==> src/rtl/onewire_pkg.sv <==
// onewire_pkg: shared timing constants, slot kinds and CRC helper
// for the 1-Wire transaction master.
package onewire_pkg;

  localparam int T_RST_LOW     = 480;
  localparam int T_PRES_SAMPLE = 550;
  localparam int T_RST_END     = 960;
  localparam int T_W1_LOW      = 6;
  localparam int T_W0_LOW      = 60;
  localparam int T_SLOT        = 70;
  localparam int T_REC         = 10;
  localparam int T_RD_SAMPLE   = 15;

  typedef enum logic [1:0] {
    SLOT_RST,
    SLOT_W0,
    SLOT_W1,
    SLOT_RD
  } slot_kind_e;

  // Dallas/Maxim CRC8, reflected poly 0x8C, one bit at a time
  function automatic logic [7:0] crc8_step(
    input logic [7:0] crc,
    input logic       b
  );
    logic fb;
    fb = crc[0] ^ b;
    crc8_step = (crc >> 1) ^ (fb ? 8'h8C : 8'h00);
  endfunction

endpackage

==> src/rtl/onewire_slot_engine.sv <==
// onewire_slot_engine: times a single reset, write or read slot
// on the bus and reports the sampled bit and slot completion.
module onewire_slot_engine
  import onewire_pkg::*;
#(
  parameter int US = 27
) (
  input  logic       clk,
  input  logic       rst_n,
  input  logic       start,
  input  slot_kind_e kind,
  input  logic       line,
  output logic       drive_low,
  output logic       sample,
  output logic       smp_bit,
  output logic       done
);

  localparam int CW = $clog2(T_RST_END * US + 1);

  logic [CW-1:0] cnt;
  logic [CW-1:0] nxt;
  logic [CW-1:0] t_low;
  logic [CW-1:0] t_smp;
  logic [CW-1:0] t_end;
  logic          has_smp;
  logic          active;

  assign nxt = cnt + CW'(1);

  always_comb begin
    t_low   = CW'(T_W1_LOW * US);
    t_smp   = '0;
    has_smp = 1'b0;
    t_end   = CW'((T_SLOT + T_REC) * US);
    unique case (kind)
      SLOT_RST: begin
        t_low   = CW'(T_RST_LOW * US);
        t_smp   = CW'(T_PRES_SAMPLE * US);
        has_smp = 1'b1;
        t_end   = CW'(T_RST_END * US);
      end
      SLOT_W0: t_low = CW'(T_W0_LOW * US);
      SLOT_W1: t_low = CW'(T_W1_LOW * US);
      SLOT_RD: begin
        t_smp   = CW'(T_RD_SAMPLE * US);
        has_smp = 1'b1;
      end
      default: t_low = CW'(T_W1_LOW * US);
    endcase
  end

  // done leads the slot end by two cycles so the next slot starts
  // exactly on the slot pitch once the master reacts
  always_ff @(posedge clk) begin
    if (!rst_n) begin
      active    <= 1'b0;
      cnt       <= '0;
      drive_low <= 1'b0;
      sample    <= 1'b0;
      smp_bit   <= 1'b0;
      done      <= 1'b0;
    end else begin
      sample <= 1'b0;
      done   <= 1'b0;
      if (start) begin
        active    <= 1'b1;
        cnt       <= '0;
        drive_low <= 1'b1;
      end else if (active) begin
        cnt       <= nxt;
        drive_low <= (nxt < t_low);
        if (has_smp && cnt == t_smp) begin
          sample  <= 1'b1;
          smp_bit <= line;
        end
        if (nxt == t_end - CW'(2)) done <= 1'b1;
        if (nxt == t_end) active <= 1'b0;
      end
    end
  end

endmodule

==> src/rtl/onewire_txn_master.sv <==
// onewire_txn_master: host-commanded 1-Wire transaction sequencer
// (reset/presence, byte writes, byte reads, CRC8 check).
module onewire_txn_master
  import onewire_pkg::*;
#(
  parameter int CLK_FREQ_HZ  = 27_000_000,
  parameter int MAX_WR_BYTES = 4,
  parameter int MAX_RD_BYTES = 8
) (
  input  logic                              clk,
  input  logic                              rst_n,
  input  logic                              cmd_valid,
  output logic                              cmd_ready,
  input  logic                              cmd_skip_reset,
  input  logic [$clog2(MAX_WR_BYTES+1)-1:0] cmd_wr_len,
  input  logic [8*MAX_WR_BYTES-1:0]         cmd_wr_data,
  input  logic [$clog2(MAX_RD_BYTES+1)-1:0] cmd_rd_len,
  output logic                              rsp_valid,
  input  logic                              rsp_ready,
  output logic [8*MAX_RD_BYTES-1:0]         rsp_rd_data,
  output logic                              rsp_no_presence,
  output logic                              rsp_crc_ok,
  output logic                              rsp_len_err,
  output logic                              ow_drive_low,
  input  logic                              ow_in
);

  localparam int US  = CLK_FREQ_HZ / 1_000_000;
  localparam int WLW = $clog2(MAX_WR_BYTES + 1);
  localparam int RLW = $clog2(MAX_RD_BYTES + 1);
  localparam int WBW = WLW + 3;
  localparam int RBW = RLW + 3;
  localparam int RIW = $clog2(8 * MAX_RD_BYTES);

  typedef enum logic [2:0] {
    S_IDLE,
    S_RST,
    S_SEQ,
    S_WR,
    S_RD,
    S_RSP
  } state_e;

  state_e                    state;
  logic [1:0]                sync;
  logic [8*MAX_WR_BYTES-1:0] wr_buf;
  logic [WBW-1:0]            wr_left;
  logic [RBW-1:0]            rd_left;
  logic [RIW-1:0]            rd_idx;
  logic [7:0]                crc;
  logic                      start;
  slot_kind_e                kind;
  logic                      smp;
  logic                      smp_bit;
  logic                      done;
  logic [WLW-1:0]            wr_cl;
  logic [RLW-1:0]            rd_cl;
  logic                      len_bad;

  always_comb begin
    wr_cl   = cmd_wr_len;
    rd_cl   = cmd_rd_len;
    len_bad = 1'b0;
    if (cmd_wr_len > WLW'(MAX_WR_BYTES)) begin
      wr_cl   = WLW'(MAX_WR_BYTES);
      len_bad = 1'b1;
    end
    if (cmd_rd_len > RLW'(MAX_RD_BYTES)) begin
      rd_cl   = RLW'(MAX_RD_BYTES);
      len_bad = 1'b1;
    end
  end

  onewire_slot_engine #(
    .US(US)
  ) u_slot (
    .clk      (clk),
    .rst_n    (rst_n),
    .start    (start),
    .kind     (kind),
    .line     (sync[1]),
    .drive_low(ow_drive_low),
    .sample   (smp),
    .smp_bit  (smp_bit),
    .done     (done)
  );

  always_ff @(posedge clk) begin
    if (!rst_n) begin
      state           <= S_IDLE;
      sync            <= 2'b11;
      cmd_ready       <= 1'b1;
      rsp_valid       <= 1'b0;
      rsp_rd_data     <= '0;
      rsp_no_presence <= 1'b0;
      rsp_crc_ok      <= 1'b0;
      rsp_len_err     <= 1'b0;
      wr_buf          <= '0;
      wr_left         <= '0;
      rd_left         <= '0;
      rd_idx          <= '0;
      crc             <= '0;
      start           <= 1'b0;
      kind            <= SLOT_RST;
    end else begin
      sync  <= {sync[0], ow_in};
      start <= 1'b0;
      unique case (state)
        S_IDLE: begin
          if (cmd_valid) begin
            cmd_ready       <= 1'b0;
            wr_buf          <= cmd_wr_data;
            wr_left         <= {wr_cl, 3'b000};
            rd_left         <= {rd_cl, 3'b000};
            rd_idx          <= '0;
            crc             <= '0;
            rsp_rd_data     <= '0;
            rsp_no_presence <= 1'b0;
            rsp_crc_ok      <= 1'b0;
            rsp_len_err     <= len_bad;
            if (cmd_skip_reset) begin
              state <= S_SEQ;
            end else begin
              state <= S_RST;
              start <= 1'b1;
              kind  <= SLOT_RST;
            end
          end
        end
        S_RST: begin
          if (smp) rsp_no_presence <= smp_bit;
          if (done) state <= S_SEQ;
        end
        S_SEQ: begin
          if (!rsp_no_presence && wr_left != '0) begin
            state <= S_WR;
            start <= 1'b1;
            kind  <= wr_buf[0] ? SLOT_W1 : SLOT_W0;
          end else if (!rsp_no_presence && rd_left != '0) begin
            state <= S_RD;
            start <= 1'b1;
            kind  <= SLOT_RD;
          end else begin
            state      <= S_RSP;
            rsp_valid  <= 1'b1;
            rsp_crc_ok <= (crc == 8'h00);
          end
        end
        S_WR: begin
          if (done) begin
            wr_buf  <= wr_buf >> 1;
            wr_left <= wr_left - WBW'(1);
            if (wr_left == WBW'(1)) begin
              state <= S_SEQ;
            end else begin
              start <= 1'b1;
              kind  <= wr_buf[1] ? SLOT_W1 : SLOT_W0;
            end
          end
        end
        S_RD: begin
          if (smp) begin
            rsp_rd_data[rd_idx] <= smp_bit;
            crc                 <= crc8_step(crc, smp_bit);
            rd_idx              <= rd_idx + RIW'(1);
          end
          if (done) begin
            rd_left <= rd_left - RBW'(1);
            if (rd_left == RBW'(1)) begin
              state <= S_SEQ;
            end else begin
              start <= 1'b1;
              kind  <= SLOT_RD;
            end
          end
        end
        S_RSP: begin
          if (rsp_ready) begin
            rsp_valid <= 1'b0;
            cmd_ready <= 1'b1;
            state     <= S_IDLE;
          end
        end
        default: state <= S_IDLE;
      endcase
    end
  end

endmodule

==> config.mk <==
export PLATFORM = sky130hd
export DESIGN_NAME = onewire_txn_master
export DESIGN_NICKNAME = d
export VERILOG_FILES = /design/src/rtl/onewire_pkg.sv /design/src/rtl/onewire_slot_engine.sv /design/src/rtl/onewire_txn_master.sv
export SDC_FILE = /design/constraint.sdc
export NUM_CORES = 1
export LEC_CHECK = 0
export BUFFER_PORTS_ARGS = -buffer_cell sky130_fd_sc_hd__buf_4
export CAP_MARGIN = 20
export CORE_MARGIN = 2
export CORE_UTILIZATION = 25
export CTS_BUF_LIST = sky130_fd_sc_hd__clkbuf_8
export DETAILED_ROUTE_END_ITERATION = 16
export PLACE_DENSITY_LB_ADDON = 0.15
export SLEW_MARGIN = 15
export SYNTH_ARGS = -nofsm -noshare
export SYNTH_HDL_FRONTEND = slang
export SYNTH_SLANG_ARGS = --single-unit
==> constraint.sdc <==
create_clock -name clk -period 8.1 [get_ports clk]
set_clock_uncertainty 0.05 [all_clocks]
set_input_delay 0.81 -clock clk [delete_from_list [all_inputs] [get_ports clk]]
set_output_delay 0.81 -clock clk [all_outputs]
set_load 0.03 [all_outputs]
==> metrics.md, run 1 <==
| Metric | Value |
|---|---|
| WP data arrival | 3.29 ns |
| Post-synthesis register bit count | 156 |
| Routed WL | 21700 um |
| Final cycle utilization of the critical path | 36.7% |
| Pre-CTS setup slack | about 4.6 ns |
| Most common cell in the synthesized netlist | sky130_fd_sc_hd__nand2_1 |
| Via count of the first global-routing pass | 6655 |
| Rel. slew slack | around two fifths |
| Clock tree from TritonCTS | done |
| Net total in the final layout | roughly 1100 |
| Number of placed I/O pins | 115 |
| Number of diodes added for antenna fixing | 0 |
| Final Non-Filler Cells | about 1500 |
| DIE AREA | 0.0325 mm2 |
| Clock Pin Slew Worst Setup and Hold Paths | 0.09 ns |
| Fraction of final layout cells sized beyond drive strength 1 | between 10% and 20% |
| WL/cell | 14.9 um |
| Top cell type's share of synthesized area | slightly above 40% |
| Effective utilization at floorplan | 25.4% |
| Final setup violation count | 0 |
| Number of placement rows | between 60 and 70 |
| Post-synthesis instance area | 0.00777 mm2 |
| Estimated wirelength of the detail-placed design | 14400 um |
| Number of nets with antenna violations after detailed routing | 0 |
| Critical path fanouts, max | 8 |
| Router iterations before antenna repair | 6 |
| Number of buffer and inverter instances along the worst setup path | 0 |
| Metal-1 WL | 10500 um |
| Max-capacitance violation count | 0 |
| Worst Hold Slack | 0.369 ns |
| Fraction of registers with async set/reset | 0% |
| Class of the most critical setup path | flop to flop |
| Wire length on met2 | 10400 um |
| Leading post-synthesis cells by cell area | sky130_fd_sc_hd__dfxtp_1, sky130_fd_sc_hd__nand2_1, sky130_fd_sc_hd__nor2_1 |
| Width of the chip | ~180 um |
| Top routing layer in use | met4 |
| Residual DRC count | 0 |
| Most area-hungry cell type in the Yosys netlist | sky130_fd_sc_hd__dfxtp_1 |
| Post-CTS sizing | 0 |
| CTS Buf Count | 17 |
| Cell variety after synth | 66 |
| Seq/Total Area, Yosys | 40.2% |
| GRT Overall Usage | 13.4% |
| Die span in y | 180 um |
| Setup repair after global routing missed its margin | false |
| Element type at the critical path end | flop |
| Met3 Routed Length | 632 um |
| Max stage delay on crit path | 0.51 ns |
| Required time of the critical path | 8.41 ns |
| CP max stage cell | sky130_fd_sc_hd__dfxtp_1 |
| Leakage | 3.37 nW |
| Via total after detailed routing | 6960 |
| Starting DRT DRC Count | 361 |
| Utilization of the core after routing | 30.3% |
| Largest net degree at the start of global routing | 66 |
| Top cell types by occurrence after synthesis | sky130_fd_sc_hd__nand2_1, sky130_fd_sc_hd__dfxtp_1, sky130_fd_sc_hd__nor2_1 |
| Synthesized area divided by synthesized cell count | 7.84 um2 |
| Peak ir drop on the vdd network | 0.108 mV |
| Hold Path Class | flop to flop |
| Buffer levels on the longest clock path | 2 |
| First-pass GRT wire length | 35800 um |
| Relative area change from synthesis to final layout | 19.2% |
| Startpoint kind of the worst setup timing path | flop |
| Maximum clock frequency | 336 MHz |
| Cell Chain, Critical Path | ha_1, and3_1, and3_2, xor2_1, ha_1, nor2b_1, o21ai_0, a21oi_1, a311o_1, a221oi_2 |
| Count of flip-flops with a built-in enable after synthesis | 0 |
| Most used DFF post-synth | sky130_fd_sc_hd__dfxtp_1 |
| Post-layout minimum cycle time | 2.98 ns |
| Run status | finished clean |
| Total overflow reported by the global router | 0 |
| Crit path max-delay family | compound AO/OA/AOI/OAI gates |
| Sinks on the clock net | 156 |
| Areal power density over the cells | roughly 250 mW/mm2 |
| Final Wtd Congestion | 0.774 |
| Clk Tree Root Cell | sky130_fd_sc_hd__clkbuf_8 |
| Final Hold Vio Count | 0 |
| Number of cells after detailed placement | 1422 |
| Standard cell core area | 0.0306 mm2 |
| Max-slew violation total from the final report | 0 |
| Number of warning messages in the yosys log | 0 |
| Clock insertion delay at the later pin of the skew report | 0.46 ns |
| H-Tree Level Count | 4 |
| Post-synthesis cell count | 991 |
| Post-CTS setup buffers | 0 |
| Initial antenna violation count | 0 |
| DR vias/cell | about 4.8 |
| Transition time of the tightest slew-check pin | 0.888 ns |
| CP dominant cell by count | sky130_fd_sc_hd__ha_1 |
| Min setup slack post-route | 5.12 ns |
| Number of buffers inserted by hold repair at cts | 0 |
| Final sum of negative setup slack | 0 ns |
| IO buf count | 114 |
| Number of nets in the synthesized netlist | 1059 |
==> path summary, 6_finish.rpt <==
path	start	endpoint	slack (ns)	cells past startpoint
worst max-delay path	u_slot.cnt[1]	u_slot.drive_low	5.12	10
worst min-delay path	sync[0]	sync[1]	0.37	1
worst max register to register	u_slot.cnt[1]	u_slot.drive_low	5.12	10
worst min register to register	sync[0]	sync[1]	0.37	1
==> kinds of logic (layout without fill, tap and decap cells) <==
kind of cell | after synthesis | count (layout) | synth area share, %
compound gates | 191 | 191 | 16.0
mux | 22 | 22 | 2.84
simple gates | 470 | 470 | 28.3
fa+ha+maj | 23 | 23 | 3.70
buf+inv | 96 | 165 | 5.25
flops | 156 | 156 | 40.2
xor+xnor | 33 | 33 | 3.72
==> cell type report <==
type	count	area, um2
clock buffer	17	234
clock inverter	15	188
fill	3338	21300
inverter	11	41.3
multi-input combinational	739	4240
sequential	156	3120
tap	396	495
timing repair buffer	122	932
==> where the power goes <==
group / leakage (nW) / internal (mW) / total (mW) / switching (mW)
Sequential: 1.27 / 0.866 / 0.965 / 0.0990
Combinational: 1.89 / 0.254 / 0.698 / 0.443
Clock: 0.208 / 0.241 / 0.611 / 0.370
Total: 3.37 / 1.36 / 2.27 / 0.912
==> flip-flops by register name (all words and copies together), names as in the netlist, 3 cells and up <==
register	cells
rd_idx	6
rsp_rd_data	64
wr_buf	32
rd_left	7
state	3
wr_left	6
u_slot.cnt	15
crc	8
==> metal layers <==
layer  GRT usage [%]  up-vias
li1                -     3574
met4            3.52        0
met3            2.41       11
met1            17.8     3278
met2            22.3       97
met5               0        -
==> metrics by stage <==
stage                     area [um2]  power, mW
after floorplan                 7770       1.50
after global placement          8800       1.67
after detailed placement        8800       1.68
after CTS                       9230       2.30
after global routing            9260       2.44
final                           9260       2.27
==> layout by cell type (no fill, tap or decap), types with 9 or more instances in the layout <==
cell type                  Yosys  layout
sky130_fd_sc_hd__a21oi_1      80      80
sky130_fd_sc_hd__a311oi_1     31      31
sky130_fd_sc_hd__buf_4         4     120
sky130_fd_sc_hd__clkbuf_8      0      17
sky130_fd_sc_hd__dfxtp_1     156     155
sky130_fd_sc_hd__ha_1         23      23
sky130_fd_sc_hd__inv_1        11      10
sky130_fd_sc_hd__mux2i_1      22      22
sky130_fd_sc_hd__nand2_1     162     160
sky130_fd_sc_hd__nand3_1      46      46
sky130_fd_sc_hd__nand4_1      11      11
sky130_fd_sc_hd__nor2_1      147     147
sky130_fd_sc_hd__nor3_1       17      17
sky130_fd_sc_hd__nor4_1        9       9
sky130_fd_sc_hd__o211ai_1     12      12
sky130_fd_sc_hd__o21ai_0      25      25
sky130_fd_sc_hd__or3_1        21      21
sky130_fd_sc_hd__xnor2_1      15      15
sky130_fd_sc_hd__xor2_1       18      18
Note: power is estimated with default switching activity, not from simulation.
==> run 2: changes to the inputs <==
==> constraint.sdc (replaced) <==
create_clock -name clk -period 2.5 [get_ports clk]
set_clock_uncertainty 0.05 [all_clocks]
set_input_delay 0.25 -clock clk [delete_from_list [all_inputs] [get_ports clk]]
set_output_delay 0.25 -clock clk [all_outputs]
set_load 0.03 [all_outputs]
==> metrics.md, run 2 (synthesized netlist as in run 1, its figures left out) <==
| Metric | Value |
|---|---|
| Die span in y | 180 um (unchanged) |
| Width of the chip | 180 um (unchanged) |
| Initial antenna violation count | 0 (unchanged) |
| First-pass GRT wire length | 36900 um (+2.9%) |
| Clk Tree Root Cell | sky130_fd_sc_hd__clkbuf_8 |
| Worst Setup SP | u_slot.cnt[0] |
| Router iterations before antenna repair | 5 (-1) |
| Most frequent cells in the layout | sky130_fd_sc_hd__buf_4, sky130_fd_sc_hd__nand2_1, sky130_fd_sc_hd__nor2_1, sky130_fd_sc_hd__dfxtp_1, sky130_fd_sc_hd__a21oi_1 |
| R2r startpoint | u_slot.cnt[0] |
| Clock Pin Slew Worst Setup and Hold Paths | 0.10 ns (about the same) |
| DIE AREA | 0.0325 mm2 (unchanged) |
| Total overflow reported by the global router | 0 (unchanged) |
| Areal power density over the cells | 769 mW/mm2 (+210%) |
| Max reg flops | 64 (unchanged) |
| Number of stages on the worst hold path | 3 (+2) |
| Required time of the critical path | 2.83 ns (-5.58 ns) |
| Via count of the first global-routing pass | 6878 (+3.4%) |
| Routed WL | 22500 um (+3.8%) |
| Relative area change from synthesis to final layout | 29.7% |
| Max-slew violation total from the final report | 0 (unchanged) |
| WL/cell | 14.7 um (-1.6%) |
| CTS Buf Count | 17 (unchanged) |
| Leakage | 3.77 nW (+12%) |
| Final cycle utilization of the critical path | 97.3% (+61 points) |
| Buffer levels on the longest clock path | 2 (unchanged) |
| Post-layout minimum cycle time | 2.43 ns (-0.543 ns) |
| Placed cell area | 0.00924 mm2 (+5.0%) |
| Setup repair after global routing missed its margin | true |
| H-Tree Level Count | 4 (unchanged) |
| Leading cell type in the layout, fill and taps excluded | sky130_fd_sc_hd__buf_4 |
| Clock tree from TritonCTS | done |
| Effective utilization at floorplan | 25.4% (unchanged) |
| Clock insertion delay at the later pin of the skew report | 0.47 ns (about the same) |
| Worst min-delay path startpoint | cmd_wr_len[2] |
| Maximum clock frequency | 411 MHz (+22%) |
| Peak ir drop on the vdd network | 0.267 mV (+150%) |
| Rel. slew slack | 38.4% (-2.4 points) |
| Via total after detailed routing | 7265 (+4.4%) |
| Critical path fanouts, max | 6 (-2) |
| Starting DRT DRC Count | 431 (+19%) |
| Number of placed I/O pins | 115 (unchanged) |
| Leading registers by flop count | rsp_rd_data (64), wr_buf (32), u_slot.cnt (15) |
| Max-capacitance violation count | 0 (unchanged) |
| Run status | finished clean |
| Number of nets with antenna violations after detailed routing | 0 (unchanged) |
| GRT Overall Usage | 13.8% (+0.44 points) |
| Hold Path Class | input pin to flop |
| Residual DRC count | 0 (unchanged) |
| Filler Cell Count | 3312 (-0.78%) |
| Net total in the final layout | 1195 (+7.2%) |
| Summed area of non-filler cells in the final layout | 0.0101 mm2 (+8.8%) |
| DR vias/cell | 4.73 (-1.1%) |
| Transition time of the tightest slew-check pin | 0.917 ns (+0.0296 ns) |
| Standard cell core area | 0.0306 mm2 (unchanged) |
| Area of combinational cells with multiple inputs | 0.00430 mm2 (+1.3%) |
| Final Hold Vio Count | 0 (unchanged) |
| Sinks on the clock net | 156 (unchanged) |
| Number of placement rows | 64 (unchanged) |
| Estimated wirelength of the detail-placed design | 15400 um (+6.6%) |
| Largest net degree at the start of global routing | 66 (unchanged) |
| Final setup violation count | 0 (unchanged) |
| Area taken by flip-flops and latches | 0.00314 mm2 (+0.40%) |
| Reg with most FFs | rsp_rd_data |
| Fraction of final layout cells sized beyond drive strength 1 | 20.8% (+4.2 points) |
| IO buf count | 114 (unchanged) |
| Register-to-Register Path Depth | 10 (unchanged) |
| WP data arrival | 2.77 ns (-0.52 ns) |
| Startpoint kind of the worst setup timing path | flop |
| Element type at the critical path end | flop |
| Tot Pwr | 7.75 mW (+240%) |
| Class of the most critical setup path | flop to flop |
| Final Wtd Congestion | 0.820 (+6.0%) |
| Number of diodes added for antenna fixing | 0 (unchanged) |
[run 2: worst max-delay path, cell delays in order (launching register included)]
cell and delay, ns:
sky130_fd_sc_hd__dfxtp_4 0.36, sky130_fd_sc_hd__ha_4 0.16, sky130_fd_sc_hd__and3_4 0.20, sky130_fd_sc_hd__and3_2 0.24, sky130_fd_sc_hd__xor2_2 0.15, sky130_fd_sc_hd__ha_1 0.29
sky130_fd_sc_hd__nor2b_1 0.14, sky130_fd_sc_hd__o21ai_1 0.13, sky130_fd_sc_hd__a21oi_1 0.08, sky130_fd_sc_hd__a311o_1 0.34, sky130_fd_sc_hd__a221oi_2 0.22
[run 2: layer usage]
layer | global-route usage (%) | wire [um] | up-vias | share of wire (%)
li1 | - | - | 3718 | -
met1 | 18.9 | 11000 | 3415 | 49
met2 | 22.3 | 10500 | 115 | 47
met3 | 2.28 | 677 | 17 | 3.0
met4 | 4.16 | 318 | 0 | 1.4
met5 | 0 | 0 | - | 0
[run 2: timing repair]
| item | in CTS | in global routing |
|---|---|---|
| endpoints found under the hold margin | 35 | 0 |
| setup buffers | 0 | 0 |
| gates cloned | 0 | 0 |
| resized for setup | 1 | 9 |
| hold buffers | 36 | 0 |
| pin swaps | 0 | 2 |
| setup endpoints to repair | 1 | 3 |
[run 2: worst paths after layout]
check                                        end  slack, ns
worst max-delay path            u_slot.drive_low       0.07
worst min-delay path                 rsp_len_err       0.07
worst max register to register  u_slot.drive_low       0.07
worst min register to register           sync[1]       0.37
[run 2: where the power goes]
part	internal (mW)	switching [mW]	leakage, nW	total [mW]
clock	0.802	1.27	0.217	2.07
sequential	2.81	0.253	1.27	3.06
combinational	1.05	1.57	2.28	2.62
[run 2: stage by stage]
step	util, %	hold slack (ns)	cells	setup TNS [ns]	worst slack, ns
floorplan	-	0.301	991	0	0.0188
global placement	30.2	0.340	1468	0	0.0506
detailed placement	30.2	0.348	1468	0	0.0207
CTS	32.9	0.0319	1536	0	0.0304
global route	32.9	0.0564	1536	-0.0575	-0.0575
finish	32.9	0.0660	1536	0	0.0675
[run 2: cell type report]
| type | instances | area share (%) |
|---|---|---|
| timing repair buffer | 202 | 16.4 |
| sequential | 156 | 31.1 |
| tap | 396 | 4.92 |
| clock buffer | 17 | 2.32 |
| multi-input combinational | 739 | 42.6 |
| clock inverter | 15 | 2.12 |
| inverter | 11 | 0.410 |
